File: config.mk
export PLATFORM = sky130hd
export DESIGN_NAME = ahb_sram64_ctrl_flat
export DESIGN_NICKNAME = d
export VERILOG_FILES = /design/src/rtl/ahb_sram64_ctrl_if.sv /design/src/rtl/ahb_sram64_ctrl.sv /design/src/flat_wrapper.sv
export SDC_FILE = /design/constraint.sdc
export NUM_CORES = 1
export LEC_CHECK = 0
export ABC_AREA = 1
export BUFFER_PORTS_ARGS = -buffer_cell sky130_fd_sc_hd__buf_2
export CAP_MARGIN = 20
export CORE_MARGIN = 3
export CORE_UTILIZATION = 45
export DETAILED_ROUTE_END_ITERATION = 10
export GPL_TIMING_DRIVEN = 0
export PLACE_DENSITY = 0.79
export REMOVE_ABC_BUFFERS = 1
export SLEW_MARGIN = 20
export SYNTH_ARGS = -nofsm -noshare
export SYNTH_HDL_FRONTEND = slang
export SYNTH_SLANG_ARGS = --single-unit
export TNS_END_PERCENT = 30
File: constraint.sdc
create_clock -name HCLK -period 5.1 [get_ports HCLK]
set_input_delay 1.02 -clock HCLK [delete_from_list [all_inputs] [get_ports HCLK]]
set_output_delay 1.02 -clock HCLK [all_outputs]
set_load 0.05 [all_outputs]
File: src/rtl/ahb_sram64_ctrl_if.sv
// AHB-Lite slave bus plus synchronous SRAM port bundle for ahb_sram64_ctrl.
interface ahb_sram64_ctrl_if #(
  parameter int unsigned AW = 12
);
  logic          HSEL;
  logic [31:0]   HADDR;
  logic [1:0]    HTRANS;
  logic          HWRITE;
  logic [2:0]    HSIZE;
  logic [63:0]   HWDATA;
  logic          HREADY;
  logic          HREADYOUT;
  logic          HRESP;
  logic [63:0]   HRDATA;
  logic          sram_en;
  logic [7:0]    sram_we;
  logic [AW-1:0] sram_addr;
  logic [63:0]   sram_wdata;
  logic [63:0]   sram_rdata;

  modport slave (
    input  HSEL, HADDR, HTRANS, HWRITE, HSIZE, HWDATA, HREADY, sram_rdata,
    output HREADYOUT, HRESP, HRDATA, sram_en, sram_we, sram_addr, sram_wdata
  );

  modport master (
    output HSEL, HADDR, HTRANS, HWRITE, HSIZE, HWDATA, HREADY, sram_rdata,
    input  HREADYOUT, HRESP, HRDATA, sram_en, sram_we, sram_addr, sram_wdata
  );
endinterface

File: src/rtl/ahb_sram64_ctrl.sv
// Zero-wait AHB-Lite to single-port 64-bit SRAM bridge with a one-entry
// posted write buffer and byte-lane read merging for coherence.
module ahb_sram64_ctrl #(
  parameter int unsigned AW = 12
) (
  input logic               HCLK,
  input logic               HRESET,
  ahb_sram64_ctrl_if.slave  bus
);

  localparam int unsigned DW = 64;
  localparam int unsigned NB = 8;

  localparam logic [1:0] ST_IDLE = 2'd0;
  localparam logic [1:0] ST_ERR1 = 2'd1;
  localparam logic [1:0] ST_ERR2 = 2'd2;

  logic          vt_c, misalign_c, illegal_c, rd_ap_c, wr_ap_c;
  logic [NB-1:0] mask_c;
  logic [AW-1:0] word_c;

  logic          rd_dp_q, rd_dp_d;
  logic [AW-1:0] rd_addr_q, rd_addr_d;
  logic          wr_dp_q, wr_dp_d;
  logic [AW-1:0] wr_addr_q, wr_addr_d;
  logic [NB-1:0] wr_mask_q, wr_mask_d;

  logic          buf_vld_q, buf_vld_d;
  logic [AW-1:0] buf_addr_q, buf_addr_d;
  logic [NB-1:0] buf_mask_q, buf_mask_d;
  logic [DW-1:0] buf_data_q, buf_data_d;

  logic [1:0]    state_q, state_d;

  logic          sram_en_c;
  logic [NB-1:0] sram_we_c;
  logic [AW-1:0] sram_addr_c;
  logic [DW-1:0] sram_wdata_c;
  logic          hit_c;
  logic [DW-1:0] merged_c;
  logic          unused_c;

  // Reset gates the transfer qualifier so the SRAM strobe stays low while held.
  assign vt_c   = bus.HSEL & bus.HTRANS[1] & bus.HREADY & ~HRESET;
  assign word_c = bus.HADDR[AW+2:3];

  always_comb begin
    mask_c     = '0;
    misalign_c = 1'b0;
    case (bus.HSIZE)
      3'd0: mask_c = NB'(1) << bus.HADDR[2:0];
      3'd1: begin
        mask_c     = NB'(3) << {bus.HADDR[2:1], 1'b0};
        misalign_c = bus.HADDR[0];
      end
      3'd2: begin
        mask_c     = NB'(15) << {bus.HADDR[2], 2'b00};
        misalign_c = |bus.HADDR[1:0];
      end
      3'd3: begin
        mask_c     = '1;
        misalign_c = |bus.HADDR[2:0];
      end
      default: misalign_c = 1'b1;
    endcase
  end

  assign illegal_c = vt_c & misalign_c;
  assign rd_ap_c   = vt_c & ~misalign_c & ~bus.HWRITE;
  assign wr_ap_c   = vt_c & ~misalign_c & bus.HWRITE;

  always_comb begin
    rd_dp_d   = rd_ap_c;
    rd_addr_d = rd_ap_c ? word_c : rd_addr_q;
    wr_dp_d   = wr_ap_c;
    wr_addr_d = wr_ap_c ? word_c : wr_addr_q;
    wr_mask_d = wr_ap_c ? mask_c : wr_mask_q;
  end

  // SRAM port arbitration: read address phase wins, then buffer, then direct write.
  always_comb begin
    sram_en_c    = 1'b0;
    sram_we_c    = '0;
    sram_addr_c  = '0;
    sram_wdata_c = '0;
    buf_vld_d    = buf_vld_q;
    buf_addr_d   = buf_addr_q;
    buf_mask_d   = buf_mask_q;
    buf_data_d   = buf_data_q;
    if (rd_ap_c) begin
      sram_en_c   = 1'b1;
      sram_addr_c = word_c;
    end else if (buf_vld_q) begin
      sram_en_c    = 1'b1;
      sram_we_c    = buf_mask_q;
      sram_addr_c  = buf_addr_q;
      sram_wdata_c = buf_data_q;
      buf_vld_d    = 1'b0;
    end else if (wr_dp_q) begin
      sram_en_c    = 1'b1;
      sram_we_c    = wr_mask_q;
      sram_addr_c  = wr_addr_q;
      sram_wdata_c = bus.HWDATA;
    end
    if (wr_dp_q && (rd_ap_c || buf_vld_q)) begin
      buf_vld_d  = 1'b1;
      buf_addr_d = wr_addr_q;
      buf_mask_d = wr_mask_q;
      buf_data_d = bus.HWDATA;
    end
  end

  always_comb begin
    state_d = state_q;
    case (state_q)
      ST_IDLE: if (illegal_c) state_d = ST_ERR1;
      ST_ERR1: state_d = ST_ERR2;
      ST_ERR2: state_d = illegal_c ? ST_ERR1 : ST_IDLE;
      default: state_d = ST_IDLE;
    endcase
  end

  always_ff @(posedge HCLK or posedge HRESET) begin
    if (HRESET) begin
      rd_dp_q    <= 1'b0;
      rd_addr_q  <= '0;
      wr_dp_q    <= 1'b0;
      wr_addr_q  <= '0;
      wr_mask_q  <= '0;
      buf_vld_q  <= 1'b0;
      buf_addr_q <= '0;
      buf_mask_q <= '0;
      buf_data_q <= '0;
      state_q    <= ST_IDLE;
    end else begin
      rd_dp_q    <= rd_dp_d;
      rd_addr_q  <= rd_addr_d;
      wr_dp_q    <= wr_dp_d;
      wr_addr_q  <= wr_addr_d;
      wr_mask_q  <= wr_mask_d;
      buf_vld_q  <= buf_vld_d;
      buf_addr_q <= buf_addr_d;
      buf_mask_q <= buf_mask_d;
      buf_data_q <= buf_data_d;
      state_q    <= state_d;
    end
  end

  // Merge uses start-of-cycle buffer contents, so a same-cycle commit is harmless.
  assign hit_c = buf_vld_q && (buf_addr_q == rd_addr_q);

  always_comb begin
    merged_c = '0;
    for (int i = 0; i < int'(NB); i++) begin
      merged_c[i*8 +: 8] = (hit_c && buf_mask_q[i]) ? buf_data_q[i*8 +: 8]
                                                    : bus.sram_rdata[i*8 +: 8];
    end
  end

  assign bus.HRDATA     = rd_dp_q ? merged_c : '0;
  assign bus.HREADYOUT  = (state_q != ST_ERR1);
  assign bus.HRESP      = (state_q != ST_IDLE);
  assign bus.sram_en    = sram_en_c;
  assign bus.sram_we    = sram_we_c;
  assign bus.sram_addr  = sram_addr_c;
  assign bus.sram_wdata = sram_wdata_c;

  assign unused_c = ^{bus.HADDR[31:AW+3], bus.HTRANS[0]};

endmodule
File: src/flat_wrapper.sv
// flat-port wrapper written by rule: the top's interface ports become plain ports
module ahb_sram64_ctrl_flat 
#(
  parameter int unsigned AW = 12
)
  (HCLK, HRESET, bus_HSEL, bus_HADDR, bus_HTRANS, bus_HWRITE, bus_HSIZE, bus_HWDATA, bus_HREADY, bus_sram_rdata, bus_HREADYOUT, bus_HRESP, bus_HRDATA, bus_sram_en, bus_sram_we, bus_sram_addr, bus_sram_wdata);
  ahb_sram64_ctrl_if #(.AW(AW)) bus_i ();
  input logic HCLK;
  input logic HRESET;
  input wire logic [$bits(bus_i.HSEL)-1:0] bus_HSEL;
  input wire logic [$bits(bus_i.HADDR)-1:0] bus_HADDR;
  input wire logic [$bits(bus_i.HTRANS)-1:0] bus_HTRANS;
  input wire logic [$bits(bus_i.HWRITE)-1:0] bus_HWRITE;
  input wire logic [$bits(bus_i.HSIZE)-1:0] bus_HSIZE;
  input wire logic [$bits(bus_i.HWDATA)-1:0] bus_HWDATA;
  input wire logic [$bits(bus_i.HREADY)-1:0] bus_HREADY;
  input wire logic [$bits(bus_i.sram_rdata)-1:0] bus_sram_rdata;
  output wire logic [$bits(bus_i.HREADYOUT)-1:0] bus_HREADYOUT;
  output wire logic [$bits(bus_i.HRESP)-1:0] bus_HRESP;
  output wire logic [$bits(bus_i.HRDATA)-1:0] bus_HRDATA;
  output wire logic [$bits(bus_i.sram_en)-1:0] bus_sram_en;
  output wire logic [$bits(bus_i.sram_we)-1:0] bus_sram_we;
  output wire logic [$bits(bus_i.sram_addr)-1:0] bus_sram_addr;
  output wire logic [$bits(bus_i.sram_wdata)-1:0] bus_sram_wdata;
  assign bus_i.HSEL = bus_HSEL;
  assign bus_i.HADDR = bus_HADDR;
  assign bus_i.HTRANS = bus_HTRANS;
  assign bus_i.HWRITE = bus_HWRITE;
  assign bus_i.HSIZE = bus_HSIZE;
  assign bus_i.HWDATA = bus_HWDATA;
  assign bus_i.HREADY = bus_HREADY;
  assign bus_i.sram_rdata = bus_sram_rdata;
  assign bus_HREADYOUT = bus_i.HREADYOUT;
  assign bus_HRESP = bus_i.HRESP;
  assign bus_HRDATA = bus_i.HRDATA;
  assign bus_sram_en = bus_i.sram_en;
  assign bus_sram_we = bus_i.sram_we;
  assign bus_sram_addr = bus_i.sram_addr;
  assign bus_sram_wdata = bus_i.sram_wdata;
  ahb_sram64_ctrl #(.AW(AW)) u_core (.HCLK(HCLK), .HRESET(HRESET), .bus(bus_i));
endmodule
### Word level (Yosys, flattened, before mapping)

Cells that the tools add are included.
W data, S select, Z words.

| storage, ports and cells | value |
|---|---|
| flip-flop bits (word level) | 121 |
| input bits | 170 |
| output and inout port bits | 151 |

| cells by class | value |
|---|---|
| eq/ne operators | 9 |
| shifts and indexed selects | 3 |
| muxes and demuxes | 28 |
| bitwise logic cells | 10 |
| reductions and logical operators | 16 |

Operators by type and width:

| kind | count |
|---|---|
| $mux W64 | 4 |
| $mux W8 | 11 |
| $mux W12 | 3 |
| $pmux W8 S4 | 1 |
| $eq A12 B12 Y1 | 1 |
| $logic_and A1 B1 Y1 | 10 |
| $shl A1 B3 Y8 const A | 1 |
| $shl A2 B3 Y8 const A | 1 |
| $shl A4 B3 Y8 const A | 1 |
| $and A1 B1 Y1 | 7 |
| $eq A3 B2 Y1 const B | 2 |
| $mux W1 | 6 |
| $pmux W2 S3 | 1 |
| $ne A2 B1 Y1 const B | 2 |
| $pmux W1 S4 | 1 |
| $eq A3 B1 Y1 const B | 1 |
| $logic_not A3 Y1 | 1 |
| $not A1 Y1 | 3 |
| $reduce_or A3 Y1 | 1 |
| $eq A2 B1 Y1 const B | 1 |
| $eq A2 B2 Y1 const B | 1 |
| $logic_not A2 Y1 | 1 |
| $mux W2 | 1 |
| $ne A2 B2 Y1 const B | 1 |
| other kinds (3) | 3 |

### Longest topological paths before layout

Gate-level depths: netlist of the first run.

| logic depth | value |
|---|---|
| depth after elaboration | 8 |
| depth in mapped cells | 11 |

### Least setup slack after synthesis of the first run

Ideal clock, no wire load.

| timing | value |
|---|---|
| path kind | input to output |
| start point | in bus_HSIZE[2] |
| end point | out bus_sram_addr[0] |
| data arrival time | 2.779 ns |
| slack | 1.301 ns |
| cell stages on the path | 7 |
| cells stage by stage | nor2_1 nand2_1 nor2_1 nor2_1 nand4_2 clkbuf_1 o21ai_0 |

| on the way | value |
|---|---|
| word-level cells in the longest chain between the ends | 6 |

RTL lines:

| element | RTL line | text |
|---|---|---|
| start: declaration | flat_wrapper.sv:14 | `input wire logic [$bits(bus_i.HSIZE)-1:0] bus_HSIZE;` |
| $eq A3 B2 Y1 (tied with other cells) | ahb_sram64_ctrl.sv:50 | `case (bus.HSIZE)` |
| $pmux W1 S4 (*) | ahb_sram64_ctrl.sv:50 |  |
| $not A1 Y1 (*) | ahb_sram64_ctrl.sv:69 | `assign rd_ap_c = vt_c & ~misalign_c & ~bus.HWRITE;` |
| $and A1 B1 Y1 (*) (2 in series) | ahb_sram64_ctrl.sv:69 |  |
| $mux W12 (*) | ahb_sram64_ctrl.sv:90 | `if (rd_ap_c) begin` |
| end: declaration | flat_wrapper.sv:23 | `output wire logic [$bits(bus_i.sram_addr)-1:0] bus_sram_addr;` |

Mark *: on every way between the ends. The rest lies on a longest branch, timed or not.

### Worst setup path in the final report of the first run

| timing | value |
|---|---|
| start point | in bus_HSIZE[2] |
| end point | out bus_sram_en |

| on the way | value |
|---|---|
| word-level cells in the longest chain between the ends | 6 |

RTL lines:

| element | RTL line | text |
|---|---|---|
| $eq A3 B2 Y1 (tied with other cells) | ahb_sram64_ctrl.sv:50 |  |
| $pmux W1 S4 (*) | ahb_sram64_ctrl.sv:50 |  |
| $not A1 Y1 (*) | ahb_sram64_ctrl.sv:69 |  |
| $and A1 B1 Y1 (*) (2 in series) | ahb_sram64_ctrl.sv:69 |  |
| $mux W1 (*) | ahb_sram64_ctrl.sv:90 |  |
| end: declaration | flat_wrapper.sv:21 | `output wire logic [$bits(bus_i.sram_en)-1:0] bus_sram_en;` |

Marks and branches as above.

==> results of run 1 <==
[power breakdown]
part	internal [mW]	total, mW	leakage (nW)	switching [mW]
Sequential	1.01	1.05	1.66	0.0393
Combinational	0.134	0.362	4.85	0.228
Clock	0.763	1.22	0.286	0.461
[metrics by stage]
| step | setup slack, ps | setup TNS, ps | hold WS [ps] |
|---|---|---|---|
| detailed placement | 409 | 0 | 425 |
| CTS | 410 | 0 | 434 |
| global placement | -3930 | -615650 | 413 |
| global route | 198 | 0 | 462 |
| finish | 394 | 0 | 433 |
| floorplan | -674 | -58980 | 404 |
[area by class of cell]
class / instances / area, sq um
multi-input cells: 931 / 4140
clock buffers: 20 / 467
well taps: 260 / 325
flip-flops and latches: 121 / 3040
clock inverters: 12 / 139
inverters: 312 / 1180
fillers: 1863 / 7870
repair buffers: 314 / 1790
[state kept, by name (all words and copies together), names as in the netlist]
name,count
u_core.rd_dp_q,1
u_core.wr_dp_q,1
u_core.wr_mask_q,8
u_core.rd_addr_q,12
u_core.buf_mask_q,8
u_core.wr_addr_q,12
u_core.buf_data_q,64
u_core.buf_addr_q,12
u_core.state_q,2
u_core.buf_vld_q,1
[layer usage]
layer  wire length (microns)  global-route usage  vias to the layer above
met2                   12600               0.405                      386
met1                   11200               0.315                     4392
met4                     487              0.0717                        2
met5                      13                   0                        -
met3                    1840              0.0430                       43
li1                        -                   -                     4943
[critical path, delay by kind of cell]
kind	cells	cell delay, ps
AND/OR/NAND/NOR	7	1520
buffers and inverters	4	1100
[worst max-delay path by stage]
stage                            start                to  slack (ps)  cells past startpoint
after global placement    bus_HSIZE[2]  u_core.buf_vld_q       -3930                      9
final                     bus_HSIZE[2]       bus_sram_en         390                     11
after detailed placement  bus_HSIZE[2]       bus_sram_en         410                     11
after global routing      bus_HSIZE[2]       bus_sram_en         200                     11
after floorplan           bus_HSIZE[2]       bus_sram_en        -670                      7
after CTS                 bus_HSIZE[2]       bus_sram_en         410                     11
[Yosys cell counts]
cell,number,area share
sky130_fd_sc_hd__buf_2,25,0.014
sky130_fd_sc_hd__o21ai_0,125,0.071
sky130_fd_sc_hd__inv_1,310,0.13
sky130_fd_sc_hd__nand2_2,2,0.0014
sky130_fd_sc_hd__nand2_1,460,0.20
sky130_fd_sc_hd__buf_1,12,0.0051
sky130_fd_sc_hd__nor2_2,2,0.0014
sky130_fd_sc_hd__nand4_2,1,0.0014
sky130_fd_sc_hd__clkbuf_1,50,0.021
sky130_fd_sc_hd__o21bai_1,1,0.00085
sky130_fd_sc_hd__buf_6,7,0.0090
sky130_fd_sc_hd__nand3_1,173,0.098
sky130_fd_sc_hd__or2_2,2,0.0014
sky130_fd_sc_hd__o211ai_1,6,0.0051
sky130_fd_sc_hd__dfrtp_1,121,0.34
sky130_fd_sc_hd__nand4_1,65,0.046
sky130_fd_sc_hd__xnor2_1,2,0.0020
sky130_fd_sc_hd__buf_4,6,0.0051
sky130_fd_sc_hd__a21oi_1,4,0.0023
sky130_fd_sc_hd__inv_2,2,0.00085
sky130_fd_sc_hd__nor2_1,81,0.035
sky130_fd_sc_hd__o31ai_1,2,0.0017
sky130_fd_sc_hd__nor4_1,1,0.00071
sky130_fd_sc_hd__nor3_1,4,0.0023
[kinds of logic (layout without fill, tap and decap cells)]
logic type                after synthesis  in the layout  synth area share
xor gates and xnor gates                2              2           0.00199
AOI/OAI and AO/OA                     138            138            0.0811
buffers and inverters                 412            658             0.188
DFF                                   121            121             0.344
and+or+nand+nor                       791            791             0.384
==> metrics.txt, run 1 <==
# TYPE chip_impl_metric gauge
chip_impl_info{name="status",value="finished, final reports clean"} 1
chip_impl_metric{name="post_synth_num_cell_types",unit=""} 24
chip_impl_metric{name="placedInstanceArea",unit="sq mm"} 0.0105
chip_impl_metric{name="antenna_cells_inserted",unit=""} 0
chip_impl_info{name="worst_hold_start",value="u_core.state_q[1]"} 1
chip_impl_metric{name="worstPathMaxFanout",unit=""} 50
chip_impl_metric{name="post_synth.cell_area_avg",unit="sq um"} 6.00
chip_impl_metric{name="cp_data_arrival_time",unit="ps"} 3690
chip_impl_info{name="crit_top_cell",value="sky130_fd_sc_hd__nor2_1"} 1
chip_impl_metric{name="post_route_cells_drive_above_1_share",unit=""} 0.210
chip_impl_metric{name="cts.htree.levels",unit=""} 4
chip_impl_metric{name="numClockSinks",unit=""} 121
chip_impl_metric{name="worst_slew_pin_slew",unit="ps"} 809
chip_impl_info{name="worst-setup-path-type",value="primary input to output port"} 1
chip_impl_metric{name="clock.fmax",unit="MHz"} 212
chip_impl_metric{name="timing.final.crit_period",unit="ps"} 4710
chip_impl_metric{name="post-route-cell-area",unit="sq mm"} 0.0111
chip_impl_metric{name="number_of_i_o_port_buffers",unit=""} 302
chip_impl_metric{name="global_route_wire_length_before_repair",unit="microns"} 43000
chip_impl_metric{name="postRouteWirelength",unit="microns"} 26200
chip_impl_metric{name="synth_sequential_area_ratio",unit=""} 0.344
chip_impl_metric{name="fin_crit_sh",unit=""} 0.923
chip_impl_info{name="timing.critical_path.to_type",value="output port"} 1
chip_impl_metric{name="cts_buffer_depth",unit=""} 2
chip_impl_info{name="cpMaxStageDelayCell",value="sky130_fd_sc_hd__nand4_4"} 1
chip_impl_metric{name="mapped_cells",unit=""} 1464
chip_impl_metric{name="ys.warnings.count",unit=""} 0
chip_impl_metric{name="clock_latency",unit="ps"} 410
chip_impl_metric{name="routed-via-count",unit=""} 9766
chip_impl_info{name="rr_startpoint",value="u_core.buf_vld_q"} 1
chip_impl_metric{name="gr-usage-all-layers",unit=""} 0.240
chip_impl_metric{name="hold_viol_final",unit=""} 0
chip_impl_metric{name="grt_remaining_overflow",unit=""} 0
chip_impl_metric{name="remaining_routing_drc_violations",unit=""} 0
chip_impl_metric{name="first_pass_iters",unit=""} 5
chip_impl_info{name="grt_setup_unrepaired",value="false"} 1
chip_impl_metric{name="floorplan.die.height",unit="microns"} 146
chip_impl_info{name="holdPathEnd",value="u_core.state_q[1]"} 1
chip_impl_metric{name="route.detailed.wl_per_inst",unit="microns"} 13.3
chip_impl_metric{name="synth_seq_cells",unit=""} 121
chip_impl_metric{name="worst_hold_path.num_cells",unit=""} 1
chip_impl_metric{name="via_count_of_the_first_global_routing_pass",unit=""} 8789
chip_impl_metric{name="setup.reg_to_reg.worst_slack",unit="ps"} 2200
chip_impl_metric{name="die_width",unit="microns"} 146
chip_impl_metric{name="post_layout_nonfiller_instances",unit=""} 1970
chip_impl_metric{name="grt_max_degree",unit=""} 99
chip_impl_metric{name="reg2reg_depth",unit=""} 8
chip_impl_metric{name="post_cts_hold_buffer_count",unit=""} 0
chip_impl_info{name="hold_path_class",value="flop to flop"} 1
chip_impl_info{name="most-common-layout-cells",value="sky130_fd_sc_hd__nand2_1, sky130_fd_sc_hd__inv_1, sky130_fd_sc_hd__buf_2"} 1
chip_impl_metric{name="core_occupancy_in_the_finished_layout",unit=""} 0.585
chip_impl_metric{name="cts-resized-gates",unit=""} 0
chip_impl_metric{name="detail_route.vias_per_cell",unit=""} 4.96
chip_impl_metric{name="post-layout-total-power",unit="mW"} 2.63
chip_impl_metric{name="maxCapViolCount",unit=""} 0
chip_impl_info{name="layout_commonest_cell",value="sky130_fd_sc_hd__nand2_1"} 1
chip_impl_metric{name="worst_ir_drop_on_vdd",unit="uV"} 216
chip_impl_info{name="cts-root-buf",value="sky130_fd_sc_hd__clkbuf_16"} 1
chip_impl_metric{name="drt_iter0_drc",unit=""} 540
chip_impl_metric{name="detailedPlacementHpwl",unit="microns"} 17700
chip_impl_metric{name="drtAntennaViolNets",unit=""} 0
chip_impl_metric{name="crit_path_max_incr_delay",unit="ps"} 480
chip_impl_metric{name="globalplace.congestion",unit=""} 0.799
chip_impl_metric{name="grt_antenna_before_repair",unit=""} 1
chip_impl_metric{name="slew_headroom",unit=""} 0.460
chip_impl_info{name="critical_path.startpoint_type",value="primary input"} 1
chip_impl_metric{name="clkTransAtPathRegs",unit="ps"} 60
chip_impl_metric{name="cell_area_synth",unit="sq mm"} 0.00879
chip_impl_metric{name="design.final.nets",unit=""} 1867
chip_impl_metric{name="required",unit="ps"} 4080
chip_impl_metric{name="core_area",unit="sq mm"} 0.0190
chip_impl_metric{name="cellLeakagePower",unit="nW"} 6.79
chip_impl_metric{name="setup_viol",unit=""} 0
chip_impl_metric{name="areaGrowthSynthToFinish",unit="%"} 26.1
chip_impl_info{name="rr_endpoint",value="u_core.buf_data_q[36]"} 1
chip_impl_metric{name="effective_utilization_at_floorplan",unit=""} 0.464
chip_impl_metric{name="dieArea",unit="sq mm"} 0.0212
chip_impl_metric{name="io-pin-count",unit=""} 321
chip_impl_metric{name="cts.repair_timing.setup_buffer_count",unit=""} 0
chip_impl_metric{name="place_inst",unit=""} 1938
chip_impl_metric{name="finalClockSkew",unit="ps"} 7.34
chip_impl_metric{name="drv_slew",unit=""} 0
chip_impl_metric{name="cts-buffers-inserted",unit=""} 17
chip_impl_info{name="tritoncts",value="yes"} 1
chip_impl_metric{name="core.rowCount",unit=""} 50
chip_impl_metric{name="powerDensity",unit="mW/mm^2"} 238
chip_impl_info{name="cp_cell_sequence",value="buf_2, nor2_1, nand2_1, nor2_1, nor2_1, nand4_4, buf_12, nand2_4, buf_12, or2_2, buf_2"} 1
Power figures use the tool's default switching activity.
==> run 2: changes to the inputs <==
- ABC_AREA: 1 -> unset
- PLACE_DENSITY: 0.79 -> 0.81
==> metrics.txt, run 2 <==
# TYPE chip_impl_metric gauge
chip_impl_metric{name="dieArea",unit="sq mm"} 0.0184
chip_impl_metric{name="detailedPlacementHpwl",unit="microns"} 15800
chip_impl_metric{name="core_area",unit="sq mm"} 0.0162
chip_impl_metric{name="cell_area_synth",unit="sq mm"} 0.00758
chip_impl_info{name="worstSetupEndpoint",value="bus_sram_addr[6]"} 1
chip_impl_metric{name="global_route_wire_length_before_repair",unit="microns"} 33600
chip_impl_metric{name="antenna_cells_inserted",unit=""} 0
chip_impl_metric{name="synth-async-reset-ratio",unit=""} 1.00
chip_impl_info{name="cts-root-buf",value="sky130_fd_sc_hd__clkbuf_16"} 1
chip_impl_metric{name="io-pin-count",unit=""} 321
chip_impl_metric{name="placedInstanceArea",unit="sq mm"} 0.00939
chip_impl_metric{name="required",unit="ps"} 4080
chip_impl_metric{name="timing.final.crit_period",unit="ps"} 4210
chip_impl_metric{name="cp_data_arrival_time",unit="ps"} 3190
chip_impl_metric{name="grt_antenna_before_repair",unit=""} 0
chip_impl_metric{name="gr-usage-all-layers",unit=""} 0.229
chip_impl_metric{name="clock_latency",unit="ps"} 420
chip_impl_metric{name="floorplan.die.height",unit="microns"} 136
chip_impl_metric{name="worst_ir_drop_on_vdd",unit="uV"} 206
chip_impl_metric{name="globalplace.congestion",unit=""} 0.802
chip_impl_metric{name="core_occupancy_in_the_finished_layout",unit=""} 0.619
chip_impl_metric{name="post_route_cells_drive_above_1_share",unit=""} 0.446
chip_impl_metric{name="cts-buffers-inserted",unit=""} 17
chip_impl_metric{name="drv_slew",unit=""} 0
chip_impl_metric{name="worst_slew_pin_slew",unit="ps"} 1090
chip_impl_metric{name="cts.repair_timing.setup_buffer_count",unit=""} 0
chip_impl_info{name="ys_top_cells_by_area",value="sky130_fd_sc_hd__dfrtp_1, sky130_fd_sc_hd__mux2_2, sky130_fd_sc_hd__mux2i_1"} 1
chip_impl_info{name="critical_path.startpoint_type",value="primary input"} 1
chip_impl_metric{name="number_of_i_o_port_buffers",unit=""} 302
chip_impl_metric{name="routed-via-count",unit=""} 6905
chip_impl_metric{name="synth_sequential_area_ratio",unit=""} 0.399
chip_impl_metric{name="largest_reg_flops",unit=""} 64
chip_impl_metric{name="post_synth.cell_area_avg",unit="sq um"} 9.55
chip_impl_metric{name="clkTransAtPathRegs",unit="ps"} 60
chip_impl_metric{name="postRouteWirelength",unit="microns"} 21800
chip_impl_metric{name="core.rowCount",unit=""} 46
chip_impl_metric{name="cts.htree.levels",unit=""} 4
chip_impl_info{name="grt_setup_unrepaired",value="false"} 1
chip_impl_info{name="hold_path_class",value="flop to flop"} 1
chip_impl_metric{name="hold_viol_final",unit=""} 0
chip_impl_info{name="library_cell_with_the_highest_instance_count_after_synthesis",value="sky130_fd_sc_hd__nand2_1"} 1
chip_impl_info{name="worst-setup-path-type",value="primary input to output port"} 1
chip_impl_metric{name="post-layout-total-power",unit="mW"} 2.61
chip_impl_metric{name="clock.fmax",unit="MHz"} 237
chip_impl_metric{name="die_width",unit="microns"} 136
chip_impl_metric{name="number_of_flops_mapped_to_enable_cells_by_yosys",unit=""} 0
chip_impl_metric{name="detail_route.vias_per_cell",unit=""} 5.33
chip_impl_info{name="cell_type_with_the_highest_aggregate_area_in_the_netlist",value="sky130_fd_sc_hd__dfrtp_1"} 1
chip_impl_metric{name="design.final.nets",unit=""} 1236
chip_impl_info{name="synth_common_cells",value="sky130_fd_sc_hd__nand2_1, sky130_fd_sc_hd__dfrtp_1, sky130_fd_sc_hd__mux2_2"} 1
chip_impl_metric{name="maxCapViolCount",unit=""} 0
chip_impl_metric{name="fin_crit_sh",unit=""} 0.826
chip_impl_metric{name="grt_max_degree",unit=""} 78
chip_impl_metric{name="remaining_routing_drc_violations",unit=""} 0
chip_impl_metric{name="ys.warnings.count",unit=""} 0
chip_impl_info{name="most-common-layout-cells",value="sky130_fd_sc_hd__buf_2, sky130_fd_sc_hd__nand2_1, sky130_fd_sc_hd__dfrtp_1"} 1
chip_impl_metric{name="setup_viol",unit=""} 0
chip_impl_metric{name="first_pass_iters",unit=""} 5
chip_impl_info{name="worst_setup_path_startpoint",value="HRESET"} 1
chip_impl_metric{name="slew_headroom",unit=""} 0.271
chip_impl_info{name="layout_commonest_cell",value="sky130_fd_sc_hd__buf_2"} 1
chip_impl_info{name="dominantRegCellSynth",value="sky130_fd_sc_hd__dfrtp_1"} 1
chip_impl_metric{name="via_count_of_the_first_global_routing_pass",unit=""} 6693
chip_impl_metric{name="post-route-cell-area",unit="sq mm"} 0.0100
chip_impl_info{name="rr_startpoint",value="u_core.buf_vld_q"} 1
chip_impl_metric{name="cts-resized-gates",unit=""} 0
chip_impl_metric{name="numClockSinks",unit=""} 121
chip_impl_metric{name="areaGrowthSynthToFinish",unit="%"} 32.1
chip_impl_metric{name="drt_iter0_drc",unit=""} 389
chip_impl_metric{name="setup.reg_to_reg.worst_slack",unit="ps"} 2590
chip_impl_info{name="top_register",value="u_core.buf_data_q"} 1
chip_impl_info{name="tritoncts",value="yes"} 1
chip_impl_metric{name="synth_top_cell_area_share",unit=""} 0.399
chip_impl_metric{name="drtAntennaViolNets",unit=""} 0
chip_impl_metric{name="post_cts_hold_buffer_count",unit=""} 0
chip_impl_metric{name="route.detailed.wl_per_inst",unit="microns"} 16.9
chip_impl_metric{name="post_synth_num_cell_types",unit=""} 36
chip_impl_metric{name="finalClockSkew",unit="ps"} 17.6
chip_impl_metric{name="reg2reg_depth",unit=""} 6
chip_impl_info{name="timing.critical_path.to_type",value="output port"} 1
chip_impl_info{name="rr_endpoint",value="u_core.buf_data_q[21]"} 1
chip_impl_metric{name="cellLeakagePower",unit="nW"} 4.76
chip_impl_metric{name="hold_slack",unit="ps"} 463
chip_impl_metric{name="worstPathMaxFanout",unit=""} 55
chip_impl_info{name="status",value="finished, final reports clean"} 1
chip_impl_metric{name="mapped_cells",unit=""} 794
chip_impl_metric{name="grt_remaining_overflow",unit=""} 0
chip_impl_metric{name="cts_buffer_depth",unit=""} 2
chip_impl_metric{name="effective_utilization_at_floorplan",unit=""} 0.469
chip_impl_metric{name="synth_seq_cells",unit=""} 121
chip_impl_metric{name="powerDensity",unit="mW/mm^2"} 260
==> run 2: changes by cell type in the layout (fill, tap and decap cells not counted), moves of 55 or more <==
cell                      previous run  this run
sky130_fd_sc_hd__o21ai_0           125        12
sky130_fd_sc_hd__a22oi_1             0        55
sky130_fd_sc_hd__nand4_1            65         1
sky130_fd_sc_hd__nand2_1           460       170
sky130_fd_sc_hd__nand3_1           172         9
sky130_fd_sc_hd__inv_1             309         3
sky130_fd_sc_hd__mux2_2              0       115
sky130_fd_sc_hd__mux2i_1             0        64
==> run 2: metrics by stage <==
stage	TNS, ps	worst slack [ps]	cells
2_1_floorplan	-248570	-2710	731
3_3_place_gp	-650520	-5160	1249
3_5_place_dp	0	858	1263
4_1_cts	0	849	1295
5_1_grt	0	697	1295
6_report	0	886	1295
==> run 2: critical path: stages <==
cell                      delay [ps]
sky130_fd_sc_hd__buf_2           130
sky130_fd_sc_hd__inv_6           360
sky130_fd_sc_hd__nand4_1         250
sky130_fd_sc_hd__nor3_4          440
sky130_fd_sc_hd__buf_8           230
sky130_fd_sc_hd__buf_8           190
sky130_fd_sc_hd__mux2_2          350
sky130_fd_sc_hd__buf_2           210
==> run 2: final cells by class <==
cell class / instances / area [sq um]
Multi-Input combinational cell: 606 / 4250
Tap cell: 216 / 270
Sequential cell: 121 / 3040
Clock buffer: 19 / 433
Clock inverter: 13 / 194
Fill cell: 1337 / 6160
Inverter: 4 / 20.0
Timing Repair Buffer: 316 / 1810
==> run 2: logic make-up after synthesis <==
kind of cell	share of synthesized area
XOR/XNOR	0.0139
multiplexers	0.275
buffers and inverters	0.0426
AO/OA/AOI/OAI	0.0880
flip-flops	0.399
AND/OR/NAND/NOR	0.182
==> run 2: worst min path at each step <==
| stage | start | to | cells after the start |
|---|---|---|---|
| 2_1_floorplan | u_core.state_q[1] | u_core.state_q[1] | 1 |
| 3_3_place_gp | u_core.state_q[1] | u_core.state_q[1] | 1 |
| 3_5_place_dp | u_core.state_q[1] | u_core.state_q[1] | 1 |
| 4_1_cts | u_core.state_q[1] | u_core.state_q[1] | 1 |
| 5_1_grt | u_core.state_q[0] | u_core.state_q[0] | 1 |
| 6_report | u_core.state_q[0] | u_core.state_q[0] | 1 |
==> run 2: layer usage <==
layer	routed length, microns	track usage
met1	8870	0.286
met2	10800	0.385
met3	1650	0.0583
met4	481	0.0806
met5	0	0
==> run 2: where the power goes <==
group / switching [mW] / internal [mW] / leakage, nW
Sequential: 0.0432 / 1.02 / 1.52
Clock: 0.451 / 0.823 / 0.302
Combinational: 0.157 / 0.115 / 2.94
==> run 3: changes to the inputs <==
- clock period: 5.1 -> 4.1 ns (I/O delays scaled with it)
==> metrics.txt, run 3 (synthesis gave the netlist of run 2 again) <==
# TYPE chip_impl_metric gauge
chip_impl_info{name="status",value="finished, final reports clean"} 1
chip_impl_metric{name="slew_headroom",unit=""} 0.283
chip_impl_metric{name="fin_setup_tns",unit="ps"} 0
chip_impl_metric{name="antenna_cells_inserted",unit=""} 0
chip_impl_metric{name="setup.reg_to_reg.worst_slack",unit="ps"} 1580
chip_impl_metric{name="remaining_routing_drc_violations",unit=""} 0
chip_impl_metric{name="cellLeakagePower",unit="nW"} 4.77
chip_impl_info{name="worst-setup-path-type",value="flop to output port"} 1
chip_impl_info{name="worst_path_dominant_cell_family",value="simple AND/OR/NAND/NOR gates"} 1
chip_impl_metric{name="clkTransAtPathRegs",unit="ps"} 60
chip_impl_metric{name="place_inst",unit=""} 1263
chip_impl_metric{name="post_route_cells_drive_above_1_share",unit=""} 0.447
chip_impl_metric{name="postRouteWirelength",unit="microns"} 21800
chip_impl_metric{name="setup_viol",unit=""} 0
chip_impl_metric{name="via_count_of_the_first_global_routing_pass",unit=""} 6693
chip_impl_info{name="tritoncts",value="yes"} 1
chip_impl_metric{name="cts_buffer_depth",unit=""} 2
chip_impl_metric{name="post_layout_nonfiller_instances",unit=""} 1297
chip_impl_info{name="layout_commonest_cell",value="sky130_fd_sc_hd__buf_2"} 1
chip_impl_metric{name="drtAntennaViolNets",unit=""} 0
chip_impl_metric{name="maxCapViolCount",unit=""} 0
chip_impl_metric{name="core.rowCount",unit=""} 46
chip_impl_info{name="cpMaxStageDelayCell",value="sky130_fd_sc_hd__dfrtp_4"} 1
chip_impl_info{name="timing.critical_path.to_type",value="output port"} 1
chip_impl_metric{name="routed-via-count",unit=""} 6930
chip_impl_metric{name="grt_antenna_before_repair",unit=""} 0
chip_impl_metric{name="io-pin-count",unit=""} 321
chip_impl_metric{name="largest_reg_flops",unit=""} 64
chip_impl_metric{name="design.final.nets",unit=""} 1238
chip_impl_metric{name="cts-buffers-inserted",unit=""} 17
chip_impl_metric{name="finalClockSkew",unit="ps"} 16.4
chip_impl_metric{name="fin_crit_sh",unit=""} 0.971
chip_impl_metric{name="fillCellCount",unit=""} 1338
chip_impl_info{name="most-common-layout-cells",value="sky130_fd_sc_hd__buf_2, sky130_fd_sc_hd__nand2_1, sky130_fd_sc_hd__dfrtp_1"} 1
chip_impl_metric{name="die_width",unit="microns"} 136
chip_impl_metric{name="drt_iter0_drc",unit=""} 444
chip_impl_info{name="hold_path_class",value="primary input to asynchronous set/reset pin"} 1
chip_impl_metric{name="final.setup.worst_slack",unit="ps"} 119
chip_impl_metric{name="cp.buffers_inverters",unit=""} 2
chip_impl_metric{name="floorplan.die.height",unit="microns"} 136
chip_impl_info{name="rr_startpoint",value="u_core.buf_vld_q"} 1
chip_impl_metric{name="cp_data_arrival_time",unit="ps"} 3160
chip_impl_metric{name="detailedPlacementHpwl",unit="microns"} 15800
chip_impl_metric{name="cts.htree.levels",unit=""} 4
chip_impl_metric{name="first_pass_iters",unit=""} 7
chip_impl_metric{name="post_cts_hold_buffer_count",unit=""} 0
chip_impl_metric{name="multi_input_area",unit="sq mm"} 0.00425
chip_impl_metric{name="clock.fmax",unit="MHz"} 251
chip_impl_metric{name="grt_max_degree",unit=""} 78
chip_impl_metric{name="global_route_wire_length_before_repair",unit="microns"} 33600
chip_impl_metric{name="core_area",unit="sq mm"} 0.0162
chip_impl_metric{name="drv_slew",unit=""} 0
chip_impl_metric{name="globalplace.congestion",unit=""} 0.802
chip_impl_metric{name="hold_viol_final",unit=""} 0
chip_impl_metric{name="areaGrowthSynthToFinish",unit="%"} 32.3
chip_impl_metric{name="route.detailed.wl_per_inst",unit="microns"} 16.8
chip_impl_metric{name="powerDensity",unit="mW/mm^2"} 323
chip_impl_metric{name="grt_remaining_overflow",unit=""} 0
chip_impl_metric{name="worst_ir_drop_on_vdd",unit="uV"} 256
chip_impl_metric{name="crit_path_max_incr_delay",unit="ps"} 810
chip_impl_metric{name="hold_slack",unit="ps"} 462
chip_impl_info{name="cts-root-buf",value="sky130_fd_sc_hd__clkbuf_16"} 1
chip_impl_metric{name="clock_latency",unit="ps"} 420
chip_impl_info{name="cp_cell_sequence",value="buf_16, nand3_1, nor4_4, mux2i_1, buf_2"} 1
chip_impl_info{name="grt_setup_unrepaired",value="true"} 1
chip_impl_metric{name="effective_utilization_at_floorplan",unit=""} 0.469
chip_impl_metric{name="place_worst_setup_slack",unit="ps"} 258
chip_impl_info{name="critical_path.startpoint_type",value="flop"} 1
chip_impl_metric{name="number_of_i_o_port_buffers",unit=""} 302
chip_impl_metric{name="detail_route.vias_per_cell",unit=""} 5.34
chip_impl_info{name="top_register",value="u_core.buf_data_q"} 1
chip_impl_metric{name="worstPathMaxFanout",unit=""} 77
chip_impl_info{name="rr_endpoint",value="u_core.buf_data_q[21]"} 1
chip_impl_metric{name="dieArea",unit="sq mm"} 0.0184
chip_impl_metric{name="numClockSinks",unit=""} 121
chip_impl_metric{name="gr-usage-all-layers",unit=""} 0.229
chip_impl_metric{name="worst_slew_pin_slew",unit="ps"} 1070
chip_impl_metric{name="required",unit="ps"} 3280
chip_impl_metric{name="seqCellArea",unit="sq mm"} 0.00304
chip_impl_metric{name="reg2reg_depth",unit=""} 6
chip_impl_metric{name="timing.final.crit_period",unit="ps"} 3980
## run 3: changes by cell type in the layout (fill, tap and decap cells not counted)
| cell | change |
|---|---|
| sky130_fd_sc_hd__buf_4 | +2 |
## run 3: metrics by stage
step	total power, mW	util	area [sq um]
floorplan	1.53	-	7270
global placement	1.66	0.560	9050
detailed placement	1.68	0.580	9390
CTS	3.28	0.619	10000
global route	3.36	0.620	10000
finish	3.24	0.620	10000
## run 3: repair_timing
item                       CTS  global route
buffers inserted             0             2
setup endpoints to repair    0             2
gates resized for setup      0             0
## run 3: layer usage
metal	vias up	GRT usage	share of wire
met4	0	0.0806	0.019
li1	3296	-	-
met2	261	0.385	0.50
met3	29	0.0583	0.075
met1	3344	0.286	0.41
met5	-	0	0
## run 3: how the worst max path moves through the flow
| stage | start | to | slack [ps] | depth (start not counted) |
|---|---|---|---|---|
| 2_1_floorplan | HRESET | bus_sram_wdata[0] | -3310 | 4 |
| 3_3_place_gp | HRESET | bus_sram_addr[8] | -5760 | 6 |
| 3_5_place_dp | HRESET | bus_sram_addr[6] | 260 | 8 |
| 4_1_cts | u_core.buf_vld_q | bus_HRDATA[55] | 80 | 5 |
| 5_1_grt | u_core.buf_vld_q | bus_HRDATA[12] | -20 | 5 |
| 6_report | u_core.buf_vld_q | bus_HRDATA[15] | 120 | 5 |
## run 3: where the power goes
group	leakage, nW	internal (mW)	switching [mW]	total (mW)
registers	1.52	1.27	0.0539	1.32
logic	2.95	0.143	0.195	0.338
clock network	0.302	1.02	0.560	1.58
total	4.77	2.43	0.809	3.24
## run 3: area by class of cell
cell class | count | area share
multi-input combinational | 606 | 0.423
sequential | 121 | 0.303
timing repair buffer | 318 | 0.182
clock buffer | 19 | 0.0432
tap | 216 | 0.0269
clock inverter | 13 | 0.0193
inverter | 4 | 0.00200
